File: src/rtl/signed_div_sequencer_if.sv
// Request, core and result signals of the signed divide sequencer.
// The sequencer takes the slave view; the environment driving it takes the master view.
interface signed_div_sequencer_if #(
    parameter int unsigned WIDTH = 12
);
    logic             s_valid;
    logic             s_ready;
    logic [WIDTH-1:0] s_num;
    logic [WIDTH-1:0] s_den;

    logic [WIDTH-1:0] div_num;
    logic [WIDTH-1:0] div_den;
    logic             div_valid;
    logic [WIDTH-1:0] div_quot;
    logic [WIDTH-1:0] div_rem;
    logic             div_ready;

    logic             m_valid;
    logic             m_ready;
    logic [WIDTH-1:0] m_quot;
    logic [WIDTH-1:0] m_rem;
    logic             m_err_div0;
    logic             m_ovf;
    logic             m_timeout;

    modport slave (
        input  s_valid, s_num, s_den, div_quot, div_rem, div_ready, m_ready,
        output s_ready, div_num, div_den, div_valid,
        output m_valid, m_quot, m_rem, m_err_div0, m_ovf, m_timeout
    );

    modport master (
        output s_valid, s_num, s_den, div_quot, div_rem, div_ready, m_ready,
        input  s_ready, div_num, div_den, div_valid,
        input  m_valid, m_quot, m_rem, m_err_div0, m_ovf, m_timeout
    );
endinterface

File: src/rtl/signed_div_sequencer.sv
// Signed front end for an unsigned long-division core: strips signs, starts the core,
// waits (bounded) for its answer, restores signs and holds the result until accepted.
module signed_div_sequencer #(
    parameter int unsigned WIDTH   = 12,
    parameter int unsigned TIMEOUT = 64
) (
    input logic                  aclk,
    input logic                  resetn,
    signed_div_sequencer_if.slave bus
);

    localparam int unsigned TW = $clog2(TIMEOUT);
    // Leaving WAIT on this count puts the timeout result TIMEOUT cycles after div_valid.
    localparam logic [TW-1:0] TimerLast = TW'(TIMEOUT - 2);
    localparam logic [WIDTH-1:0] QuotMax = {1'b0, {(WIDTH-1){1'b1}}};

    typedef enum logic [1:0] {StIdle, StIssue, StWait, StOut} state_e;

    state_e           state_q;
    logic             s_ready_q;
    logic             div_valid_q;
    logic [WIDTH-1:0] div_num_q;
    logic [WIDTH-1:0] div_den_q;
    logic             sign_n_q;
    logic             sign_d_q;
    logic [TW-1:0]    timer_q;
    logic             m_valid_q;
    logic [WIDTH-1:0] m_quot_q;
    logic [WIDTH-1:0] m_rem_q;
    logic             m_err_div0_q;
    logic             m_ovf_q;
    logic             m_timeout_q;

    logic             neg_quot;
    logic             ovf_fix;
    logic [WIDTH-1:0] quot_fix;
    logic [WIDTH-1:0] rem_fix;

    // -2^(W-1) maps to 2^(W-1), which still fits as an unsigned WIDTH-bit value.
    function automatic logic [WIDTH-1:0] magnitude(input logic [WIDTH-1:0] x);
        logic [WIDTH-1:0] m;
        m = x[WIDTH-1] ? (~x + 1'b1) : x;
        return m;
    endfunction

    always_comb begin
        neg_quot = sign_n_q ^ sign_d_q;
        ovf_fix  = !neg_quot && bus.div_quot[WIDTH-1];
        quot_fix = neg_quot ? (~bus.div_quot + 1'b1) : bus.div_quot;
        if (ovf_fix) begin
            quot_fix = QuotMax;
        end
        rem_fix = sign_n_q ? (~bus.div_rem + 1'b1) : bus.div_rem;
    end

    always_ff @(posedge aclk) begin
        if (!resetn) begin
            state_q      <= StIdle;
            s_ready_q    <= 1'b1;
            div_valid_q  <= 1'b0;
            div_num_q    <= '0;
            div_den_q    <= '0;
            sign_n_q     <= 1'b0;
            sign_d_q     <= 1'b0;
            timer_q      <= '0;
            m_valid_q    <= 1'b0;
            m_quot_q     <= '0;
            m_rem_q      <= '0;
            m_err_div0_q <= 1'b0;
            m_ovf_q      <= 1'b0;
            m_timeout_q  <= 1'b0;
        end else begin
            div_valid_q <= 1'b0;
            unique case (state_q)
                StIdle: begin
                    if (bus.s_valid) begin
                        s_ready_q    <= 1'b0;
                        sign_n_q     <= bus.s_num[WIDTH-1];
                        sign_d_q     <= bus.s_den[WIDTH-1];
                        div_num_q    <= magnitude(bus.s_num);
                        div_den_q    <= magnitude(bus.s_den);
                        m_err_div0_q <= 1'b0;
                        m_ovf_q      <= 1'b0;
                        m_timeout_q  <= 1'b0;
                        if (bus.s_den == '0) begin
                            m_quot_q     <= '0;
                            m_rem_q      <= bus.s_num;
                            m_err_div0_q <= 1'b1;
                            m_valid_q    <= 1'b1;
                            state_q      <= StOut;
                        end else begin
                            div_valid_q <= 1'b1;
                            state_q     <= StIssue;
                        end
                    end
                end
                StIssue: begin
                    timer_q <= '0;
                    state_q <= StWait;
                end
                StWait: begin
                    if (bus.div_ready) begin
                        m_quot_q  <= quot_fix;
                        m_rem_q   <= rem_fix;
                        m_ovf_q   <= ovf_fix;
                        m_valid_q <= 1'b1;
                        state_q   <= StOut;
                    end else if (timer_q == TimerLast) begin
                        m_quot_q    <= '0;
                        m_rem_q     <= '0;
                        m_timeout_q <= 1'b1;
                        m_valid_q   <= 1'b1;
                        state_q     <= StOut;
                    end else begin
                        timer_q <= timer_q + 1'b1;
                    end
                end
                StOut: begin
                    if (bus.m_ready) begin
                        m_valid_q <= 1'b0;
                        s_ready_q <= 1'b1;
                        state_q   <= StIdle;
                    end
                end
                default: state_q <= StIdle;
            endcase
        end
    end

    assign bus.s_ready    = s_ready_q;
    assign bus.div_num    = div_num_q;
    assign bus.div_den    = div_den_q;
    assign bus.div_valid  = div_valid_q;
    assign bus.m_valid    = m_valid_q;
    assign bus.m_quot     = m_quot_q;
    assign bus.m_rem      = m_rem_q;
    assign bus.m_err_div0 = m_err_div0_q;
    assign bus.m_ovf      = m_ovf_q;
    assign bus.m_timeout  = m_timeout_q;

endmodule

File: src/flat_wrapper.sv
// flat-port wrapper written by rule: the top's interface ports become plain ports
module signed_div_sequencer_flat 
#(
    parameter int unsigned WIDTH   = 12,
    parameter int unsigned TIMEOUT = 64
)
  (aclk, resetn, bus_s_valid, bus_s_num, bus_s_den, bus_div_quot, bus_div_rem, bus_div_ready, bus_m_ready, bus_s_ready, bus_div_num, bus_div_den, bus_div_valid, bus_m_valid, bus_m_quot, bus_m_rem, bus_m_err_div0, bus_m_ovf, bus_m_timeout);
  signed_div_sequencer_if #(.WIDTH(WIDTH)) bus_i ();
  input logic aclk;
  input logic resetn;
  input wire logic [$bits(bus_i.s_valid)-1:0] bus_s_valid;
  input wire logic [$bits(bus_i.s_num)-1:0] bus_s_num;
  input wire logic [$bits(bus_i.s_den)-1:0] bus_s_den;
  input wire logic [$bits(bus_i.div_quot)-1:0] bus_div_quot;
  input wire logic [$bits(bus_i.div_rem)-1:0] bus_div_rem;
  input wire logic [$bits(bus_i.div_ready)-1:0] bus_div_ready;
  input wire logic [$bits(bus_i.m_ready)-1:0] bus_m_ready;
  output wire logic [$bits(bus_i.s_ready)-1:0] bus_s_ready;
  output wire logic [$bits(bus_i.div_num)-1:0] bus_div_num;
  output wire logic [$bits(bus_i.div_den)-1:0] bus_div_den;
  output wire logic [$bits(bus_i.div_valid)-1:0] bus_div_valid;
  output wire logic [$bits(bus_i.m_valid)-1:0] bus_m_valid;
  output wire logic [$bits(bus_i.m_quot)-1:0] bus_m_quot;
  output wire logic [$bits(bus_i.m_rem)-1:0] bus_m_rem;
  output wire logic [$bits(bus_i.m_err_div0)-1:0] bus_m_err_div0;
  output wire logic [$bits(bus_i.m_ovf)-1:0] bus_m_ovf;
  output wire logic [$bits(bus_i.m_timeout)-1:0] bus_m_timeout;
  assign bus_i.s_valid = bus_s_valid;
  assign bus_i.s_num = bus_s_num;
  assign bus_i.s_den = bus_s_den;
  assign bus_i.div_quot = bus_div_quot;
  assign bus_i.div_rem = bus_div_rem;
  assign bus_i.div_ready = bus_div_ready;
  assign bus_i.m_ready = bus_m_ready;
  assign bus_s_ready = bus_i.s_ready;
  assign bus_div_num = bus_i.div_num;
  assign bus_div_den = bus_i.div_den;
  assign bus_div_valid = bus_i.div_valid;
  assign bus_m_valid = bus_i.m_valid;
  assign bus_m_quot = bus_i.m_quot;
  assign bus_m_rem = bus_i.m_rem;
  assign bus_m_err_div0 = bus_i.m_err_div0;
  assign bus_m_ovf = bus_i.m_ovf;
  assign bus_m_timeout = bus_i.m_timeout;
  signed_div_sequencer #(.WIDTH(WIDTH), .TIMEOUT(TIMEOUT)) u_core (.aclk(aclk), .resetn(resetn), .bus(bus_i));
endmodule
File: config.mk
export PLATFORM = sky130hd
export DESIGN_NAME = signed_div_sequencer_flat
export DESIGN_NICKNAME = d
export VERILOG_FILES = /design/src/rtl/signed_div_sequencer_if.sv /design/src/rtl/signed_div_sequencer.sv /design/src/flat_wrapper.sv
export SDC_FILE = /design/constraint.sdc
export NUM_CORES = 1
export LEC_CHECK = 0
export ABC_AREA = 1
export BUFFER_PORTS_ARGS = -buffer_cell sky130_fd_sc_hd__buf_4
export CORE_MARGIN = 8
export CORE_UTILIZATION = 28
export CTS_BUF_LIST = sky130_fd_sc_hd__clkbuf_4
export CTS_CLUSTER_SIZE = 25
export DETAILED_ROUTE_END_ITERATION = 8
export SETUP_SLACK_MARGIN = 0.05
export SLEW_MARGIN = 40
export SYNTH_ARGS = -nofsm -noshare
export SYNTH_HDL_FRONTEND = slang
export SYNTH_SLANG_ARGS = --single-unit
File: constraint.sdc
create_clock -name aclk -period 3.1 [get_ports aclk]
set_input_delay 0.465 -clock aclk [delete_from_list [all_inputs] [get_ports aclk]]
set_output_delay 0.465 -clock aclk [all_outputs]
set_load 0.005 [all_outputs]
=== Yosys cells after proc, flatten, opt, wreduce, memory -nomap -nowiden ===
Index checks and enable logic that the tools add are counted.

* $add $sub $neg: 5
* Multipliers: 0
* Div/mod/pow operators: 0
* Magnitude comparators: 0
* Eq/ne operators: 12
* Shift-type cells: 0
* Multiplexer cells: 38
* Bitwise operators: 5
* Reduce and logical (&&, ||, !) cells: 17

{| class="wikitable"
|+ Operator list
! kind !! count
|-
| 12-bit 2-to-1 mux || 12
|-
| 12-bit by 1-bit adder with 12-bit output (second input constant) || 4
|-
| 12-bit inverter || 4
|-
| 12-bit one-hot mux with 2 select lines || 2
|-
| 3-bit AND reduction || 5
|-
| 12-bit logical NOT || 1
|-
| 6-bit 2-to-1 mux || 2
|-
| 6-bit one-hot mux with 2 select lines || 1
|-
| 1-bit 2-to-1 mux || 11
|-
| 2-bit 2-to-1 mux || 5
|-
| 2-bit != test (second input constant) || 5
|-
| 2-bit one-hot mux with 4 select lines || 1
|-
| 4-bit AND reduction || 2
|-
| 6-bit by 1-bit adder with 6-bit output (second input constant) || 1
|-
| 6-bit == test (second input constant) || 1
|-
| 1-bit one-hot mux with 2 select lines || 3
|-
| 2-bit nonzero test || 3
|-
| 5-bit AND reduction || 1
|-
| 2-bit == test (second input constant) || 2
|-
| 2-bit by 1-bit != test with 1-bit output (second input constant) || 2
|-
| 3-bit by 2-bit != test with 1-bit output (second input constant) || 1
|-
| 1-bit one-hot mux with 3 select lines || 1
|-
| 3-bit nonzero test || 1
|-
| 2-bit by 1-bit == test with 1-bit output (second input constant) || 1
|-
| other kinds (5) || 5
|}

* Register bits after elaboration: 64
* Latch bits: 0
* Memory bits (writable): 0
* Bits in read-only memories: 0
* Bits of input ports: 53
* Output and inout port bits: 54
* Word-level logic and storage cells: 91
* Memories kept: 0

=== Logic depth before layout (Yosys ltp) ===
Gate-level depths: netlist (run 1).

* Depth after elaboration: 6
* Mapped depth: 15
* Mapped depth without buffers: 12

=== Worst setup path before layout (run 1) ===
OpenSTA, ideal clock, no wires.

* Path type: reg2reg
* Start: register u_core.state_q[0]
* End: register u_core.m_quot_q[11], in the netlist u_core.bus.m_quot[11]
* Library setup time: 0.114 ns
* Arrival: 1.644 ns
* Data required time: 2.986 ns
* Path slack: 1.342 ns
* Stages on the path, launching flop included: 16
* Path buffers: 3
* Period minus slack after synthesis: 1.758 ns
* Cell sequence: dfxtp_1 > inv_1 > ha_1 > buf_6 > inv_2 > buf_6 > nor2_4 > inv_2 > nor2_4 > nor2_4 > nand2_8 > inv_6 > buf_6 > nand2_2 > nand2_1 > nor2_2

* Longest elaborated chain between the ends: 3
* Elaborated cells on any way between the ends: 8
* Those cells by class: eq/ne (4); mux (1); reduce/logical (3)

{| class="wikitable"
|+ Ends and longest elaborated chain
! element !! RTL line !! source
|-
| start: declaration || signed_div_sequencer.sv:19 || <nowiki>state_e state_q;</nowiki>
|-
| start signal: assignment || signed_div_sequencer.sv:58 || <nowiki>state_q <= StIdle;</nowiki>
|-
| start signal: assignment || signed_div_sequencer.sv:90 || <nowiki>state_q <= StOut;</nowiki>
|-
| start signal: assignment || signed_div_sequencer.sv:93 || <nowiki>state_q <= StIssue;</nowiki>
|-
| 2-bit == test or 2-bit logical NOT (tied branches) || signed_div_sequencer.sv:74 || <nowiki>unique case (state_q)</nowiki>
|-
| 3-bit by 2-bit != test with 1-bit output (no line) (tied with other cells) || - ||
|-
| 4-bit AND reduction (no line) || - ||
|-
| end signal: assignment || signed_div_sequencer.sv:103 || <nowiki>m_quot_q <= quot_fix;</nowiki>
|-
| end: declaration || signed_div_sequencer.sv:28 || <nowiki>logic [WIDTH-1:0] m_quot_q;</nowiki>
|}

Parallel ways exist; a longest one is shown, timed or not.
A chain may end at the register's enable or synchronous reset.

=== Final worst setup path (run 1) ===
* Start: register u_core.state_q[0]
* End: register u_core.m_quot_q[1], in the netlist u_core.bus.m_quot[1]

Same word-level chain as after synthesis.

==> out/metrics.cfg, run 1 <==
[cells_and_area]
finish.utilization_pct = 36.20
fill_cells = 1576
finalNetCount = 781
area_growth_pct = 26.87
multi_input_area_sq_mm = 0.002201
regArea_sq_mm = 0.001281
final_layout_size_suffix_gt1_share_pct = 20.39

[place]
place_congestion = 0.8082
hpwl_um = 9424
io_buffers = 106
pre_cts_ws_ns = 0.8984

[clock_network]
ctsResizeCount = 0
postCtsHoldBufs = 0
clock_sinks = 64
cts_tree = built
cts_buffers = 9
root_buffer = clkbuf_4
post_cts_buffers = 0
clk_pin_slew_ns = 0.12
cts_buffer_depth = 2
htree_levels = 3
clkLatencyLatePin_ns = 0.42

[global_routing]
grt_pass1_vias = 3887
grt_remaining_overflow = 0
antenna_found_initial = 0
grt_use_total_pct = 13.17
grt_max_degree = 44
grt_pass1_wl_um = 19210

[worst_setup_path]
cp-start-kind = flop
worstPathArrival_ns = 2.53
cp_data_required_time_ns = 3.46
endpoint_kind = flop
r2r_cells = 10
reg2reg_to = u_core.bus.m_quot[1]
cp_max_fo = 23
r2r_slack_ns = 0.92
cp_cell_sequence = inv_1, ha_1, inv_2, o21ai_2, inv_2, nor2_4, nand2_8, nor2_4, nand2_1, a21oi_1
critPathMaxStageDelay_ns = 0.37
worstReg2RegStart = u_core.state_q[0]
crit_type = flop to flop
slowest_stage = ha_1

[synthesis]
yosys_warnings = 0
synth_cell_types = 39
syn_area_sq_mm = 0.003930
ys_seq_area_share_pct = 32.60
syn_avg_cell_area_sq_um = 6.370
yosysTopAreaCell = dfxtp_1
syn-num-nets = 682
synth_most_common_cell = nand2_1
synth_seq_cells = 64
synth_top_area_share_pct = 32.60
synth_ff_type = dfxtp_1
syn_inst = 617
synth_edf_count = 0
synthArstFlopShare_pct = 0
ys_top_cells_by_area = dfxtp_1 (33%), nand2_1 (15%), nor2_1 (8.1%)
synthTopCellsByCount = nand2_1 (153), nor2_1 (85), inv_1 (78)

[power]
ir_worst_vdd_v = 0.0001911
p_leak_uw = 0.002406
power_density_mw_per_mm2 = 436.7

[sta]
finClkSkew_ns = 0.01451
fin_crit_ns = 2.177
rsz0062_at_grt = no
finalSetupTns_ns = 0
fin_ws_ns = 0.9228
finalCritPeriodShare_pct = 70.23
clock.fmax_mhz = 459.3
slew_headroom_pct = 61.56
setup_viol = 0
slew_violations = 0
hold_violations = 0
tightestPinTransition_ns = 0.5706

[drt]
drt_first_pass_iters = 4
first_iter_violations = 245
viasPerCell = 4.471
wl_um = 11990
vias = 4033
drcViolationCount = 0
antenna_left = 0
wire_per_inst_um = 13.29

[min_path]
hold_depth = 3
min_to = u_core.bus.div_num[7]
hp-start = bus_s_num[7]
hold_path.class = input port to flop

[run_status]
status = finished, final reports clean

[die]
fp.dieW_um = 134.5
rows = 43
start_util_pct = 28.53
core_area_sq_mm = 0.01377
die-area_sq_mm = 0.01808
ios = 107
die_h_um = 134.5

[job]
drv_cap = 0

## metrics by stage
stage          total power [uW]  std cells  instance area (sq um)  hold WS, ns
2_1_floorplan              1357        617                   3930       0.4480
3_3_place_gp               1621        885                   4846       0.4536
3_5_place_dp               1624        885                   4846       0.4571
4_1_cts                    2218        901                   4984       0.2790
5_1_grt                    2332        901                   4984       0.2908
6_report                   2177        902                   4986       0.3231
## worst max-delay path, delay by kind of cell, from the launching register on
family / cells / cell delay (ns)
and+or+nand+nor: 4 / 0.61
adders and majority gates: 1 / 0.37
DFF: 1 / 0.36
AOI/OAI and AO/OA: 2 / 0.38
buffers and inverters: 3 / 0.39
## layer usage
layer  global-route usage (%)  vias to the layer above  routed length (um)
li1                         -                     2163                   -
met1                    15.80                     1789                5480
met2                    22.51                       75                5766
met3                    3.715                        6                 650
met4                    3.556                        0                  89
met5                        0                        -                   0
## cells in the final DEF, fill, tap and decap left out, types with 9 or more instances in the layout
cell type  netlist  routed
nand2_1        153     153
buf_4            0     109
nor2_1          85      85
inv_1           78      78
dfxtp_1         64      64
nand3_1         44      44
o21ai_0         43      43
a21oi_1         41      41
ha_1            12      12
xor2_1          11      11
clkbuf_4         0       9
## where the power goes
group / switching [uW] / internal, uW / leakage (uW) / total [uW]
combinational: 377 / 271 / 0.00182 / 648
clock: 336 / 244 / 0.0000676 / 580
sequential: 49.7 / 900 / 0.000523 / 950
total: 763 / 1410 / 0.00241 / 2180
## worst max-delay path by stage
stage,slack [ns],from,depth (start not counted),endpoint
2_1_floorplan,1.34,u_core.state_q[0],15,u_core.bus.m_quot[11]
3_3_place_gp,0.96,u_core.state_q[0],10,u_core.bus.m_quot[2]
3_5_place_dp,0.90,u_core.state_q[0],10,u_core.bus.m_quot[1]
4_1_cts,0.88,u_core.state_q[0],10,u_core.bus.m_quot[1]
5_1_grt,0.71,u_core.state_q[0],10,u_core.bus.m_quot[2]
6_report,0.92,u_core.state_q[0],10,u_core.bus.m_quot[1]
## registers in the layout (all words and copies together) (netlist names)
register and count:
u_core.bus.div_valid 1, u_core.bus.m_timeout 1, u_core.bus.div_num 12, u_core.bus.s_ready 1, u_core.sign_d_q 1, u_core.bus.m_ovf 1
u_core.bus.m_valid 1, u_core.timer_q 6, u_core.bus.m_rem 12, u_core.bus.div_den 12, u_core.state_q 2, u_core.bus.m_quot 12
u_core.sign_n_q 1, u_core.bus.m_err_div0 1
## kinds of logic (layout without fill, tap and decap cells)
family / count (synthesis) / count (layout) / synth area share (%)
simple gates: 315 / 315 / 34.48
compound gates: 109 / 109 / 15.03
buf+inv: 105 / 209 / 11.40
flops: 64 / 64 / 32.60
fa+ha+maj: 12 / 12 / 3.820
xor+xnor: 12 / 12 / 2.674
other cells: 0 / 1 / 0
## final cells by class
cell class              instances  share of cell area (%)
diodes                          1                 0.05019
well taps                     180                   4.517
multi-input cells             448                   44.14
inverters                      84                   6.424
flip-flops and latches         64                   25.70
repair buffers                109                   16.41
clock buffers                   9                   1.355
clock inverters                 7                   1.405
Power figures use the tool's default switching activity.
==> inputs of run 2 (changes only) <==
==> constraint.sdc (replaced) <==
create_clock -name aclk -period 2.1 [get_ports aclk]
set_input_delay 0.315 -clock aclk [delete_from_list [all_inputs] [get_ports aclk]]
set_output_delay 0.315 -clock aclk [all_outputs]
set_load 0.005 [all_outputs]
==> run 2 against run 1 <==
Final area rose by 0.53%. Sequential power rose by 47%. Combinational power grew 54%. Via count increased by 0.77%. Power increased by 40%. Clock power grew 12%. Flip-flop and latch count unchanged. Core utilization up 0.19 points. Non-clock buffer count rose by 6. Highest routed layer unchanged. Critical path type unchanged. Critical endpoint is now u_core.bus.m_quot[9].
==> out/metrics.cfg, run 2 (synthesized netlist as in run 1, its figures left out) <==
[run_status]
status = finished, final reports clean

[die]
fp.dieW_um = 134.5
start_util_pct = 28.53
rows = 43
die-area_sq_mm = 0.01808
die_h_um = 134.5
ios = 107
core_area_sq_mm = 0.01377

[worst_setup_path]
worstPathArrival_ns = 2.18
crit_type = flop to flop
cp-start-kind = flop
cp_max_fo = 23
endpoint_kind = flop
cp_data_required_time_ns = 2.43

[place]
place_congestion = 0.7930
io_buffers = 106
place_area_sq_mm = 0.004903
hpwl_um = 9525

[cells_and_area]
layout_commonest_cell = nand2_1
finalNetCount = 787
layout_common_cells = nand2_1 (153), buf_4 (114), nor2_1 (85), inv_1 (78), dfxtp_1 (63)
final_area_sq_mm = 0.005012
final_layout_size_suffix_gt1_share_pct = 20.94
area_growth_pct = 27.54
n_antenna_cell = 0

[sta]
clock.fmax_mhz = 540.8
hold_violations = 0
slew_violations = 0
finalSetupTns_ns = 0
rsz0062_at_grt = no
finClkSkew_ns = 0.01783
finalCritPeriodShare_pct = 88.06
slew_headroom_pct = 62.73
setup_viol = 0
tightestPinTransition_ns = 0.5532
fin_crit_ns = 1.849

[global_routing]
antenna_found_initial = 0
grt_pass1_wl_um = 19740
grt_pass1_vias = 3911
grt_remaining_overflow = 0
grt_use_total_pct = 13.51
grt_max_degree = 36

[power]
p_total_uw = 3046
p_comb_share_pct = 32.7
p_leak_uw = 0.002425
clkPwrFrac_pct = 21.4
power.net_switching_uw = 1074
switching_share_pct = 35.26
power_density_mw_per_mm2 = 607.7
p_seq_share_pct = 46.0
ir_worst_vdd_v = 0.0002239
p_int_uw = 1972

[drt]
antenna_left = 0
vias = 4064
drt_first_pass_iters = 4
drcViolationCount = 0
wire_per_inst_um = 13.27
first_iter_violations = 217
viasPerCell = 4.486
wl_um = 12030

[clock_network]
clk_pin_slew_ns = 0.11
cts_tree = built
htree_levels = 3
cts_buffer_depth = 2
clkLatencyLatePin_ns = 0.40
root_buffer = clkbuf_4
postCtsHoldBufs = 0
clock_sinks = 64
cts_buffers = 9

[min_path]
hold_path.class = input port to flop

[job]
drv_cap = 0

[run 2: changes by cell type in the layout (fill, tap and decap cells not counted), sizes merged]
cell	previous run	this run
buf	109	115
diode	1	0
clkinvlp	2	1
clkinv	4	6
bufinv	1	0
inv	84	83
[run 2: critical path: stages, from the launching register on]
cell and delay, ns:
dfxtp_2 0.36, inv_1 0.10, ha_1 0.22, inv_4 0.09
o21ai_4 0.18, inv_2 0.07, nor2_4 0.17, nand2_8 0.15
nor2_4 0.23, nand2_1 0.08, a21oi_1 0.13
[run 2: metrics by stage]
stage / setup WS (ns) / instances / utilization, % / hold slack (ns)
2_1_floorplan: 0.3420 / 617 / - / 0.4480
3_3_place_gp: 0.2518 / 891 / 35.60 / 0.4548
3_5_place_dp: 0.2090 / 891 / 35.60 / 0.4560
4_1_cts: 0.1878 / 906 / 36.29 / 0.1716
5_1_grt: 0.09309 / 906 / 36.39 / 0.1775
6_report: 0.2508 / 906 / 36.39 / 0.2090
[run 2: routing by layer]
metal,vias up,track usage [%],part of all wire [%]
li1,2183,-,-
met1,1784,16.43,46
met2,88,23.03,48
met3,9,3.492,5.3
met4,0,3.618,0.96
met5,-,0,0
[run 2: power by group through the flow]
stage / logic, uW / registers, uW / clock network, uW
after global routing: 1140 / 1420 / 752
after CTS: 1000 / 1400 / 686
after global placement: 995 / 1430 / 0
after floorplan: 581 / 1420 / 0
after detailed placement: 1000 / 1430 / 0
final: 995 / 1400 / 651
[run 2: final timing paths]
kind / start / end / slack (ns) / cells after the start
min: bus_s_den[0] / u_core.bus.div_den[0] / 0.21 / 3
min reg2reg: u_core.bus.div_den[11] / u_core.bus.div_den[11] / 0.47 / 2
max: u_core.state_q[0] / u_core.bus.m_quot[9] / 0.25 / 10
max reg2reg: u_core.state_q[0] / u_core.bus.m_quot[9] / 0.25 / 10
[run 2: cell type report]
type | instances | area (sq um)
clock buffer | 9 | 67.56
clock inverter | 6 | 27.53
fill | 1553 | 8761
inverter | 84 | 322.8
multi-input combinational | 448 | 2211
sequential | 64 | 1282
tap | 180 | 225.2
timing repair buffer | 115 | 875.8
[run 2: repair_timing]
item,CTS,global route
resized for setup,0,4
buffers inserted,0,0
setup endpoints to repair,0,6
